### src/rtl/shr_seq_arbiter_pkg.sv
// rtl/shr_seq_arbiter_pkg.sv - shared state encoding and width helper for the shift-right arbiter
package shr_seq_pkg;

    typedef enum logic [1:0] {
        S_IDLE  = 2'd0,
        S_SHIFT = 2'd1,
        S_DONE  = 2'd2
    } state_t;

    function automatic int clog2(input int value);
        int r;
        r = 0;
        while ((1 << r) < value) r++;
        return r;
    endfunction

endpackage

### src/rtl/shr_seq_arbiter_if.sv
// rtl/shr_seq_arbiter_if.sv - request/response bundle between requesters and the shift-right arbiter
interface shr_seq_arbiter_if #(
    parameter int NUM_REQ   = 2,
    parameter int DATAWIDTH = 16,
    parameter int AMTWIDTH  = 4,
    parameter int IDWIDTH   = 1
);
    logic [NUM_REQ-1:0]           req_valid;
    logic [NUM_REQ*DATAWIDTH-1:0] req_a;
    logic [NUM_REQ*AMTWIDTH-1:0]  req_amt;
    logic [NUM_REQ-1:0]           req_ready;
    logic                         rsp_valid;
    logic                         rsp_ready;
    logic [DATAWIDTH-1:0]         rsp_d;
    logic [IDWIDTH-1:0]           rsp_id;
    logic                         busy;

    modport master (
        output req_valid, req_a, req_amt, rsp_ready,
        input  req_ready, rsp_valid, rsp_d, rsp_id, busy
    );

    modport slave (
        input  req_valid, req_a, req_amt, rsp_ready,
        output req_ready, rsp_valid, rsp_d, rsp_id, busy
    );
endinterface

### src/rtl/shr_seq_arbiter_rr.sv
// rtl/shr_seq_arbiter_rr.sv - round-robin grant: first valid index at or after ptr, wrapping
module rr_arbiter #(
    parameter int NUM_REQ = 2,
    parameter int IDWIDTH = 1
) (
    input  logic [NUM_REQ-1:0] req,
    input  logic [IDWIDTH-1:0] ptr,
    output logic [NUM_REQ-1:0] grant,
    output logic [IDWIDTH-1:0] idx,
    output logic               any
);
    // Lowest valid index overall is the wrap-around fallback; lowest at/after ptr overrides it.
    always_comb begin
        grant = '0;
        idx   = '0;
        any   = 1'b0;
        for (int i = NUM_REQ - 1; i >= 0; i--) begin
            if (req[i]) begin
                idx = IDWIDTH'(i);
                any = 1'b1;
            end
        end
        for (int i = NUM_REQ - 1; i >= 0; i--) begin
            if (req[i] && (IDWIDTH'(i) >= ptr)) idx = IDWIDTH'(i);
        end
        if (any) grant[idx] = 1'b1;
    end
endmodule

### src/rtl/shr_seq_arbiter_shr.sv
// rtl/shr_seq_arbiter_shr.sv - library SHR component: combinational logical shift right
module SHR #(
    parameter int DATAWIDTH = 16
) (
    input  logic [DATAWIDTH-1:0] a,
    input  logic                 sh_amt,
    output logic [DATAWIDTH-1:0] d
);
    assign d = a >> sh_amt;
endmodule

### src/rtl/shr_seq_arbiter.sv
// rtl/shr_seq_arbiter.sv - round-robin shared 1-bit-per-cycle shift-right; SHR_EARLY_ZERO_EN ends shifting once the value is zero
module shr_seq_arbiter
    import shr_seq_pkg::*;
#(
    parameter int DATAWIDTH = 16,
    parameter int NUM_REQ   = 2,
    parameter int AMTWIDTH  = clog2(DATAWIDTH),
    parameter int IDWIDTH   = (NUM_REQ > 1) ? clog2(NUM_REQ) : 1
) (
    input  logic             Clk,
    input  logic             Rst,
    shr_seq_arbiter_if.slave bus
);
    state_t               state, state_nxt;
    logic [DATAWIDTH-1:0] acc, acc_nxt, acc_shr;
    logic [AMTWIDTH-1:0]  cnt, cnt_nxt;
    logic [IDWIDTH-1:0]   id, id_nxt;
    logic [IDWIDTH-1:0]   rr_ptr, rr_ptr_nxt;
    logic [NUM_REQ-1:0]   grant;
    logic [IDWIDTH-1:0]   grant_idx;
    logic                 grant_any;

    rr_arbiter #(.NUM_REQ(NUM_REQ), .IDWIDTH(IDWIDTH)) u_arb (
        .req   (bus.req_valid),
        .ptr   (rr_ptr),
        .grant (grant),
        .idx   (grant_idx),
        .any   (grant_any)
    );

    SHR #(.DATAWIDTH(DATAWIDTH)) u_shr (
        .a      (acc),
        .sh_amt (1'b1),
        .d      (acc_shr)
    );

    always_ff @(posedge Clk) begin
        if (!Rst) begin
            state  <= S_IDLE;
            acc    <= '0;
            cnt    <= '0;
            id     <= '0;
            rr_ptr <= '0;
        end else begin
            state  <= state_nxt;
            acc    <= acc_nxt;
            cnt    <= cnt_nxt;
            id     <= id_nxt;
            rr_ptr <= rr_ptr_nxt;
        end
    end

    always_comb begin
        state_nxt     = state;
        acc_nxt       = acc;
        cnt_nxt       = cnt;
        id_nxt        = id;
        rr_ptr_nxt    = rr_ptr;
        bus.req_ready = '0;
        bus.rsp_valid = 1'b0;
        case (state)
            S_IDLE: begin
                // Gated by Rst so no accept pulse leaks out while reset is held.
                if (grant_any && Rst) begin
                    bus.req_ready = grant;
                    acc_nxt       = bus.req_a[grant_idx*DATAWIDTH +: DATAWIDTH];
                    cnt_nxt       = bus.req_amt[grant_idx*AMTWIDTH +: AMTWIDTH];
                    id_nxt        = grant_idx;
                    state_nxt     = (cnt_nxt == '0) ? S_DONE : S_SHIFT;
                end
            end
            S_SHIFT: begin
                acc_nxt = acc_shr;
                cnt_nxt = cnt - 1'b1;
                if (cnt == AMTWIDTH'(1)) state_nxt = S_DONE;
`ifdef SHR_EARLY_ZERO_EN
                if (acc_shr == '0) state_nxt = S_DONE;
`else
`endif
            end
            S_DONE: begin
                bus.rsp_valid = 1'b1;
                if (bus.rsp_ready) begin
                    rr_ptr_nxt = (id == IDWIDTH'(NUM_REQ - 1)) ? '0 : id + 1'b1;
                    state_nxt  = S_IDLE;
                end
            end
            default: state_nxt = S_IDLE;
        endcase
    end

    assign bus.rsp_d  = acc;
    assign bus.rsp_id = id;
    assign bus.busy   = (state != S_IDLE);
endmodule

### src/flat_wrapper.sv
// flat-port wrapper written by rule: the top's interface ports become plain ports
module shr_seq_arbiter_flat import shr_seq_pkg::*;
#(
    parameter int DATAWIDTH = 16,
    parameter int NUM_REQ   = 2,
    parameter int AMTWIDTH  = clog2(DATAWIDTH),
    parameter int IDWIDTH   = (NUM_REQ > 1) ? clog2(NUM_REQ) : 1
)
  (Clk, Rst, bus_req_valid, bus_req_a, bus_req_amt, bus_rsp_ready, bus_req_ready, bus_rsp_valid, bus_rsp_d, bus_rsp_id, bus_busy);
  shr_seq_arbiter_if #(.NUM_REQ(NUM_REQ), .DATAWIDTH(DATAWIDTH), .AMTWIDTH(AMTWIDTH), .IDWIDTH(IDWIDTH)) bus_i ();
  input  logic Clk;
  input  logic Rst;
  input wire logic [$bits(bus_i.req_valid)-1:0] bus_req_valid;
  input wire logic [$bits(bus_i.req_a)-1:0] bus_req_a;
  input wire logic [$bits(bus_i.req_amt)-1:0] bus_req_amt;
  input wire logic [$bits(bus_i.rsp_ready)-1:0] bus_rsp_ready;
  output wire logic [$bits(bus_i.req_ready)-1:0] bus_req_ready;
  output wire logic [$bits(bus_i.rsp_valid)-1:0] bus_rsp_valid;
  output wire logic [$bits(bus_i.rsp_d)-1:0] bus_rsp_d;
  output wire logic [$bits(bus_i.rsp_id)-1:0] bus_rsp_id;
  output wire logic [$bits(bus_i.busy)-1:0] bus_busy;
  assign bus_i.req_valid = bus_req_valid;
  assign bus_i.req_a = bus_req_a;
  assign bus_i.req_amt = bus_req_amt;
  assign bus_i.rsp_ready = bus_rsp_ready;
  assign bus_req_ready = bus_i.req_ready;
  assign bus_rsp_valid = bus_i.rsp_valid;
  assign bus_rsp_d = bus_i.rsp_d;
  assign bus_rsp_id = bus_i.rsp_id;
  assign bus_busy = bus_i.busy;
  shr_seq_arbiter #(.DATAWIDTH(DATAWIDTH), .NUM_REQ(NUM_REQ), .AMTWIDTH(AMTWIDTH), .IDWIDTH(IDWIDTH)) u_core (.Clk(Clk), .Rst(Rst), .bus(bus_i));
endmodule
### config.mk
export PLATFORM = sky130hd
export DESIGN_NAME = shr_seq_arbiter_flat
export DESIGN_NICKNAME = d
export VERILOG_FILES = /design/src/rtl/shr_seq_arbiter_pkg.sv /design/src/rtl/shr_seq_arbiter_if.sv /design/src/rtl/shr_seq_arbiter_rr.sv /design/src/rtl/shr_seq_arbiter_shr.sv /design/src/rtl/shr_seq_arbiter.sv /design/src/flat_wrapper.sv
export SDC_FILE = /design/constraint.sdc
export NUM_CORES = 1
export LEC_CHECK = 0
export ABC_CLOCK_PERIOD_IN_PS = 1300
export BUFFER_PORTS_ARGS = -buffer_cell sky130_fd_sc_hd__buf_2
export CAP_MARGIN = 10
export CORE_AREA = 2 2 60 62
export DETAILED_ROUTE_END_ITERATION = 6
export DIE_AREA = 0 0 62 64
export PLACE_DENSITY = 0.81
export SLEW_MARGIN = 20
export SYNTH_ARGS = -nofsm -noshare
export SYNTH_HDL_FRONTEND = slang
export SYNTH_SLANG_ARGS = --single-unit
### constraint.sdc
create_clock -name Clk -period 1.3 [get_ports Clk]
set_input_delay 0.13 -clock Clk [delete_from_list [all_inputs] [get_ports Clk]]
set_output_delay 0.13 -clock Clk [all_outputs]
set_load 0.05 [all_outputs]
==> flow_summary.toml, run 1 <==
[cells_and_area]
fin_nets = 308
share_of_final_layout_standard_cells_stronger_than_drive_strength_1_pct = 56.4
synthToLayoutAreaGrowth_pct = 60.2
fillerInstances = 268
most-common-layout-cells = "sky130_fd_sc_hd__buf_2, sky130_fd_sc_hd__a21boi_1, sky130_fd_sc_hd__dfxtp_1"
sequential_cell_area_um2 = 487
most_common_library_cell_in_the_layout_ignoring_fill_and_taps = "sky130_fd_sc_hd__buf_2"
antenna-diode-count = 0
multiInputGateArea_um2 = 1110
finish.utilization_pct = 72.0

[power]
power.share.sequential_pct = 39.7
power_report.internal_total_mw = 1.34
vdd.ir_drop.worst_mv = 0.432
pwr-share-comb_pct = 45.2
cellPowerDensity_nw_per_um2 = 922
swShare_pct = 38.5
power_switching_uw = 840
power.clock.fraction_pct = 15.1
p_leak_nw = 1.06

[drt]
drt_first_iter_violations = 49
drt_first_pass_iters = 4
ant_nets = 0
dr_wl_met3_um = 252
route.detailed.wl_per_inst_um = 15.9
drc_errors = 0
routed-via-count = 1709
routed.top_layer = "met4"
drt_wl_total_um = 4840
avgViaCountPerCell = 5.60
route.layer.met1.wl_um = 2030
routed-wl-met2_um = 2530

[clock_network]
latest_clock_arrival_within_the_worst_skew_pair_ps = 320
hold_buffers = 0
clk_pin_slew_ps = 140
tritoncts = "done"
tritoncts_num_sinks = 24
cts_buffers = 3
max-clock-path-buffers = 2
ctsRootBufferMaster = "sky130_fd_sc_hd__clkbuf_4"
ctsHtreeMaxLevel = 1

[timing]
timing.max_slew.rel_slack_pct = 73.4
final-setup-viol-count = 17
period_share_pct = 117
clock_skew_ps = 16.3
worst_slack_ps = -226
fin_setup_tns_ps = -1100
timing_hold_violations_final = 0
maxSlewViolCount = 0
unrepaired_setup_endpoints_after_global_routing = "yes"
fmaxAchievable_mhz = 655
period_needed_ps = 1530
worstMarginPinSlew_ps = 395

[synth]
postSynthRegisterBits = 24
postSynthAreaPerCell_um2 = 8.20
synth-seq-area-share_pct = 32.6
netlist_instances = 180
mappedNetlistArea_um2 = 1480
synth.net_count = 227
synth.lib_cells_used.distinct = 34
synth-warning-count = 0

[worst_setup_path]
reg2reg_from = "u_core.rr_ptr"
crit_path_end_kind = "primary output"
critical_path_class = "register to primary output"
setup.reg_to_reg.worst_slack_ps = -80
reg2reg_to = "u_core.bus.rsp_d[12]"
cp-endpoint = "bus_req_ready[0]"
crit_fanout = 6
timing.critical_path.required_ps = 1170
cp-start-kind = "register"
crit_path_start = "u_core.state[0]"
signal_arrival_time_at_the_worst_endpoint_ps = 1400
worst-r2r-cell-count = 7

[place]
numPortBuffers = 65
place.detailed.hpwl_um = 3050
pre_cts_ws_ps = 42.6
routabilityCongestion = 0.856

[floorplan]
area_inside_the_core_boundary_um2 = 3280
height_of_the_die_um = 64
floorplan.initialDensity_pct = 44.9
die_area_um2 = 3970
chipWidth_um = 62
number_of_top_level_pins = 66
rows = 21

[global_route]
global_route_wire_length_before_repair_um = 6200
pin_count_of_the_biggest_net_entering_global_routing = 27
antenna_found_initial = 0
grt_pass1_vias = 1450
gr_ovfl_total = 0
track_usage_pct = 20.1

[outcome]
violations = "negative setup slack"
status = "finished with violations"

[min_path]
class_of_the_tightest_hold_or_removal_check = "input port to register"

[job]
max_cap_violations = 0
[worst max-delay path: stages, from the launching register on]
cell and delay, ps:
sky130_fd_sc_hd__dfxtp_2 380, sky130_fd_sc_hd__or2_4 270, sky130_fd_sc_hd__nor2_4 110, sky130_fd_sc_hd__and3_4 190, sky130_fd_sc_hd__buf_8 140
[registers in the layout, summed over array words and instances (netlist names)]
name and count:
u_core.state 2, u_core.bus.rsp_id 1, u_core.bus.rsp_d 16, u_core.rr_ptr 1
u_core.cnt 4
[kinds of logic after synthesis]
kind of cell	Yosys count	synth area share [%]
AOI/OAI and AO/OA	85	40.1
and+or+nand+nor	47	17.8
DFF	24	32.6
buffers and inverters	20	6.45
muxes	2	1.36
adders and majority gates	2	1.70
[worst min-delay path by stage]
stage                                 endpoint  cells past startpoint  slack, ps                  from
after CTS                        u_core.cnt[0]                      3        150        bus_req_amt[4]
after detailed placement         u_core.cnt[0]                      3        480        bus_req_amt[0]
after global routing           u_core.state[1]                      3        160         bus_rsp_ready
final                          u_core.state[1]                      3        160         bus_rsp_ready
after global placement    u_core.bus.rsp_d[15]                      2        460  u_core.bus.rsp_d[15]
after floorplan                  u_core.cnt[2]                      1        280                   Rst
[per-layer routing]
layer,track usage (%),vias to the layer above
met2,33.2,67
met1,25.6,807
li1,-,831
met4,4.79,0
met3,4.86,4
met5,0,-
[power groups by stage]
stage	clock, mW	combinational [mW]	sequential (mW)
finish	0.330	0.985	0.866
global route	0.364	1.05	0.874
CTS	0.331	0.810	0.861
detailed placement	0	0.778	0.880
global placement	0	0.771	0.879
floorplan	0	0.408	1.02
[synthesized netlist by cell type (all sizes together)]
cell type / count / area [um^2]
ha: 2 / 25.0
a31oi: 1 / 6.26
clkbuf: 5 / 18.8
nand2b: 2 / 12.5
a21boi: 35 / 263
a22oi: 14 / 105
o31ai: 1 / 12.5
o221a: 1 / 11.3
a21oi: 4 / 20.0
nor4: 1 / 6.26
nor3: 2 / 10.0
nor2: 7 / 28.8
nand3: 4 / 20.0
o21ai: 21 / 109
o31a: 1 / 8.76
nor2b: 5 / 31.3
nand2: 4 / 15.0
a211oi: 1 / 7.51
mux2i: 2 / 20.0
dfxtp: 24 / 480
o211ai: 1 / 7.51
inv: 4 / 15.0
a32o: 1 / 11.3
or2: 1 / 6.26
and3: 20 / 125
a21o: 3 / 22.5
o21a: 1 / 7.51
buf: 11 / 61.3
or4: 1 / 7.51
[area by class of cell]
class                   instances  area share [%]
clock buffers                   3           0.953
repair buffers                 92            28.4
inverters                       4           0.635
multi-input cells             136            47.0
well taps                      46            2.44
flip-flops and latches         24            20.6
[per-stage QoR]
| stage | cells | instance area (um^2) | power (mW) | hold slack (ps) |
|---|---|---|---|---|
| floorplan | 180 | 1540 | 1.42 | 283 |
| global placement | 292 | 1950 | 1.65 | 461 |
| detailed placement | 292 | 1950 | 1.66 | 476 |
| CTS | 297 | 2030 | 2.00 | 153 |
| global route | 305 | 2360 | 2.29 | 164 |
| finish | 305 | 2360 | 2.18 | 164 |
[what timing repair did]
item                                    CTS  global route
setup buffers                             2             4
resized for setup                        17            54
pin swaps                                 3            42
endpoints found under the setup margin    5            25
endpoints found under the hold margin     0             0
gates cloned                              0             4
Power figures use the tool's default switching activity.
==> run 2, diff against run 1 <==
- CAP_MARGIN: 10 -> 20
- GPL_TIMING_DRIVEN: not set -> 0
- MAX_ROUTING_LAYER: not set -> met4
==> run 2 against run 1 <==
  * The run still ends with negative setup slack left
  * First-iteration DRC count rose by 29%
  * Global-route usage rose by 2.8 points
  * Flip-flop and latch count did not move
==> flow_summary.toml, run 2 (same netlist as run 1, synthesis figures left out) <==
[outcome]
status = "finished with violations"
violations = "negative setup slack"

[power]
power_report.internal_total_mw = 1.29
power.share.sequential_pct = 41.1
cellPowerDensity_nw_per_um2 = 960
vdd.ir_drop.worst_mv = 0.546
power_switching_uw = 804
swShare_pct = 38.4
power.clock.fraction_pct = 15.6
pwr-share-comb_pct = 43.3
p_leak_nw = 1.02

[place]
numPortBuffers = 65
place.detailed.hpwl_um = 3120
inst_count_dp = 291
placedInstanceArea_um2 = 1920
routabilityCongestion = 0.811

[timing]
unrepaired_setup_endpoints_after_global_routing = "yes"
period_share_pct = 124
timing_hold_violations_final = 0
timing.max_slew.rel_slack_pct = 63.0
worst_slack_ps = -308
final-setup-viol-count = 13
period_needed_ps = 1610
maxSlewViolCount = 0
clock_skew_ps = 14.2
fmaxAchievable_mhz = 622
worstMarginPinSlew_ps = 556

[floorplan]
rows = 21
number_of_top_level_pins = 66
area_inside_the_core_boundary_um2 = 3280
floorplan.initialDensity_pct = 44.9
height_of_the_die_um = 64
die_area_um2 = 3970
chipWidth_um = 62

[drt]
routed-via-count = 1657
ant_nets = 0
drt_wl_total_um = 4390
drt_first_pass_iters = 4
route.detailed.wl_per_inst_um = 14.4
drc_errors = 0
avgViaCountPerCell = 5.43
drt_first_iter_violations = 63

[global_route]
gr_ovfl_total = 0
pin_count_of_the_biggest_net_entering_global_routing = 13
global_route_wire_length_before_repair_um = 6780
grt_pass1_vias = 1467
antenna_found_initial = 0
track_usage_pct = 22.9

[worst_setup_path]
signal_arrival_time_at_the_worst_endpoint_ps = 1480
worst-r2r-cell-count = 6
reg2reg_to = "u_core.cnt[3]"
crit_path_buf_inv_count = 2
setup.reg_to_reg.worst_slack_ps = -60
critical_path_class = "register to primary output"
largest_incremental_delay_on_the_critical_path_ps = 370
reg2reg_from = "u_core.rr_ptr"
cells_traversed_along_the_worst_timing_path = "or2_4 > nor2_4 > buf_6 > and3_4 > buf_8"
crit_fanout = 2
critical_path.slowest_cell = "sky130_fd_sc_hd__dfxtp_4"
critical-path-top-delay-family = "simple AND/OR/NAND/NOR gates"
timing.critical_path.required_ps = 1170
cp-start-kind = "register"
crit_path_end_kind = "primary output"

[min_path]
class_of_the_tightest_hold_or_removal_check = "input port to register"
min_path_cells = 3
worst_hold_startpoint = "bus_rsp_ready"
hold_path_end = "u_core.state[1]"

[clock_network]
cts_buffers = 3
ctsRootBufferMaster = "sky130_fd_sc_hd__clkbuf_4"
ctsHtreeMaxLevel = 1
clk_pin_slew_ps = 130
tritoncts = "done"
max-clock-path-buffers = 2
latest_clock_arrival_within_the_worst_skew_pair_ps = 320
hold_buffers = 0
tritoncts_num_sinks = 24

[job]
max_cap_violations = 0

[cells_and_area]
antenna-diode-count = 0
final-instance-count-excl-fill = 305
largest_register_ffs = 16
fin_nets = 308
share_of_final_layout_standard_cells_stronger_than_drive_strength_1_pct = 45.6
most_common_library_cell_in_the_layout_ignoring_fill_and_taps = "sky130_fd_sc_hd__buf_2"
final_cell_area_um2 = 2180
synthToLayoutAreaGrowth_pct = 47.8
most-common-layout-cells = "sky130_fd_sc_hd__buf_2, sky130_fd_sc_hd__a21boi_1, sky130_fd_sc_hd__dfxtp_1"
run 2: changes by cell type in the layout (fill, tap and decap cells not counted), sizes merged:
cell	change
clkbuf	+1
buf	-1
run 2: layout make-up:
class	instances	area (um^2)
inverter	4	15.0
timing repair buffer	78	462
multi-input combinational	136	1020
buffer	14	116
clock buffer	3	22.5
tap	46	57.6
fill	306	1100
sequential	24	489
run 2: layer usage:
layer  wire length (um)  vias to the layer above  global-route usage (%)
met5                  0                        -                       -
li1                   -                      832                       -
met3                228                        7                    4.66
met4                 55                        0                    4.79
met1               2030                      762                    30.5
met2               2080                       56                    35.4
run 2: worst max-delay path by stage:
stage,from,to,depth (start not counted)
6_report,u_core.state[1],bus_req_ready[0],5
3_3_place_gp,u_core.state[1],bus_req_ready[0],5
3_5_place_dp,u_core.state[1],bus_req_ready[0],5
4_1_cts,u_core.state[0],bus_req_ready[0],5
5_1_grt,u_core.state[1],bus_req_ready[0],5
2_1_floorplan,u_core.rr_ptr,u_core.bus.rsp_id,5
run 2: power by group through the flow:
stage | Clock (mW) | Combinational [mW] | Sequential [mW]
6_report | 0.326 | 0.908 | 0.860
5_1_grt | 0.358 | 0.978 | 0.871
4_1_cts | 0.327 | 0.855 | 0.857
3_5_place_dp | 0 | 0.756 | 0.882
3_3_place_gp | 0 | 0.746 | 0.881
2_1_floorplan | 0 | 0.408 | 1.02
run 2: what timing repair did:
item | in CTS | in global routing
setup endpoints to repair | 21 | 25
gates resized for setup | 26 | 19
setup buffers | 7 | 4
pin swaps | 2 | 9
cloned | 1 | 1
run 2: worst min-delay path, delay by kind of cell:
| family | cells | cell delay [ps] |
|---|---|---|
| AO/OA/AOI/OAI | 1 | 120 |
| AND/OR/NAND/NOR | 1 | 100 |
| buffers and inverters | 1 | 110 |
run 2: stage by stage:
stage	util (%)	total power [mW]	setup slack [ps]	hold WS, ps	setup TNS [ps]
floorplan	-	1.42	-34.5	283	-34.5
global placement	58.4	1.63	-113	458	-838
detailed placement	58.4	1.64	-121	463	-1190
CTS	63.0	2.04	-304	152	-663
global route	66.4	2.21	-355	143	-2060
finish	66.4	2.09	-308	149	-858
==> run 3, diff against run 2 <==
- GPL_ROUTABILITY_DRIVEN: not set -> 0
- TNS_END_PERCENT: not set -> 50
==> run 3 against run 2 <==
  * The flow still finishes with violations (negative setup slack)
  * Non-clock buffer count fell by 2
  * Design area fell by 2.3%
  * Fmax rose by 1.5%
  * Flip-flop and latch count did not move
  * Sequential power barely moved
  * Critical path type unchanged
  * Highest routed layer unchanged
==> flow_summary.toml, run 3 (same netlist as run 1, synthesis figures left out) <==
[outcome]
status = "finished with violations"
violations = "negative setup slack"

[clock_network]
tritoncts_num_sinks = 24
latest_clock_arrival_within_the_worst_skew_pair_ps = 310
ctsHtreeMaxLevel = 1
tritoncts = "done"
cts_buffers = 3
ctsRootBufferMaster = "sky130_fd_sc_hd__clkbuf_4"
max-clock-path-buffers = 2
clk_pin_slew_ps = 130

[place]
place.detailed.hpwl_um = 3120
pre_cts_ws_ps = -121
placedInstanceArea_um2 = 1920
numPortBuffers = 65
inst_count_dp = 291

[drt]
drt_wl_total_um = 4380
route.detailed.wl_per_inst_um = 14.4
avgViaCountPerCell = 5.41
drt_first_pass_iters = 4
drc_errors = 0
drt_first_iter_violations = 60
routed-via-count = 1638
ant_nets = 0

[cells_and_area]
final_cell_area_um2 = 2130
largest_register_ffs = 16
synthToLayoutAreaGrowth_pct = 44.4
final-instance-count-excl-fill = 303
most-common-layout-cells = "sky130_fd_sc_hd__buf_2, sky130_fd_sc_hd__a21boi_1, sky130_fd_sc_hd__dfxtp_1"
antenna-diode-count = 0
fillerInstances = 307
fin_nets = 306
most_common_library_cell_in_the_layout_ignoring_fill_and_taps = "sky130_fd_sc_hd__buf_2"
share_of_final_layout_standard_cells_stronger_than_drive_strength_1_pct = 42.4
finish.utilization_pct = 64.9

[worst_setup_path]
cells_traversed_along_the_worst_timing_path = "or2_4 > nor2_4 > buf_6 > and3_4 > buf_8"
crit_path_end_kind = "primary output"
signal_arrival_time_at_the_worst_endpoint_ps = 1450
critical_path.slowest_cell = "sky130_fd_sc_hd__dfxtp_4"
largest_incremental_delay_on_the_critical_path_ps = 360
cp-start-kind = "register"
critical_path_class = "register to primary output"
crit_fanout = 2
timing.critical_path.required_ps = 1170
critical-path-top-delay-family = "simple AND/OR/NAND/NOR gates"
crit_path_buf_inv_count = 2

[timing]
worst_slack_ps = -285
timing_hold_violations_final = 0
final-setup-viol-count = 4
timing.max_slew.rel_slack_pct = 70.8
period_share_pct = 122
final.hold.worst_slack_ps = 155
clock_skew_ps = 8.03
maxSlewViolCount = 0
worstMarginPinSlew_ps = 438
fin_setup_tns_ps = -653
unrepaired_setup_endpoints_after_global_routing = "yes"
period_needed_ps = 1580
fmaxAchievable_mhz = 631

[power]
vdd.ir_drop.worst_mv = 0.538
p_leak_nw = 1.00
cellPowerDensity_nw_per_um2 = 977
fin_total_pwr_mw = 2.08

[global_route]
track_usage_pct = 22.7
global_route_wire_length_before_repair_um = 6710
gr_ovfl_total = 0
grt_pass1_vias = 1451
pin_count_of_the_biggest_net_entering_global_routing = 13
antenna_found_initial = 0

[floorplan]
floorplan.initialDensity_pct = 44.9
chipWidth_um = 62
die_area_um2 = 3970
height_of_the_die_um = 64
area_inside_the_core_boundary_um2 = 3280
number_of_top_level_pins = 66
rows = 21

[min_path]
class_of_the_tightest_hold_or_removal_check = "input port to register"

[job]
max_cap_violations = 0
## run 3: worst paths after layout
kind,startpoint,end,slack [ps],depth (start not counted)
setup / recovery,u_core.state[1],bus_req_ready[0],-280,5
hold / removal,Rst,u_core.cnt[2],150,2
setup reg to reg,u_core.rr_ptr,u_core.state[1],-40,6
hold reg to reg,u_core.bus.rsp_d[15],u_core.bus.rsp_d[15],480,2
## run 3: timing repair
item                       in CTS  in global routing
gates cloned                    1                  2
setup endpoints to repair      21                 26
hold buffers                    0                  0
pin swaps                       2                  2
setup buffers                   5                  3
resized for setup              27                  7
hold endpoints to repair        0                  0
## run 3: report_power, final
part	switching, mW	internal [mW]
Sequential	0.0566	0.804
Clock	0.216	0.108
Combinational	0.527	0.369
## run 3: layout make-up
class | count | area [um^2] | area share, %
sequential | 24 | 489 | 23.0
multi-input combinational | 136 | 985 | 46.2
buffer | 14 | 109 | 5.11
inverter | 4 | 15.0 | 0.705
tap | 46 | 57.6 | 2.70
clock buffer | 3 | 22.5 | 1.06
timing repair buffer | 76 | 453 | 21.3
## run 3: per-layer routing
metal  vias to the layer above  GRT usage, %  wire length [um]
met4                         0          4.79                42
met3                         6          4.45               232
met5                         -             -                 0
met1                       747          30.7              2050
li1                        829             -                 -
met2                        56          34.8              2050
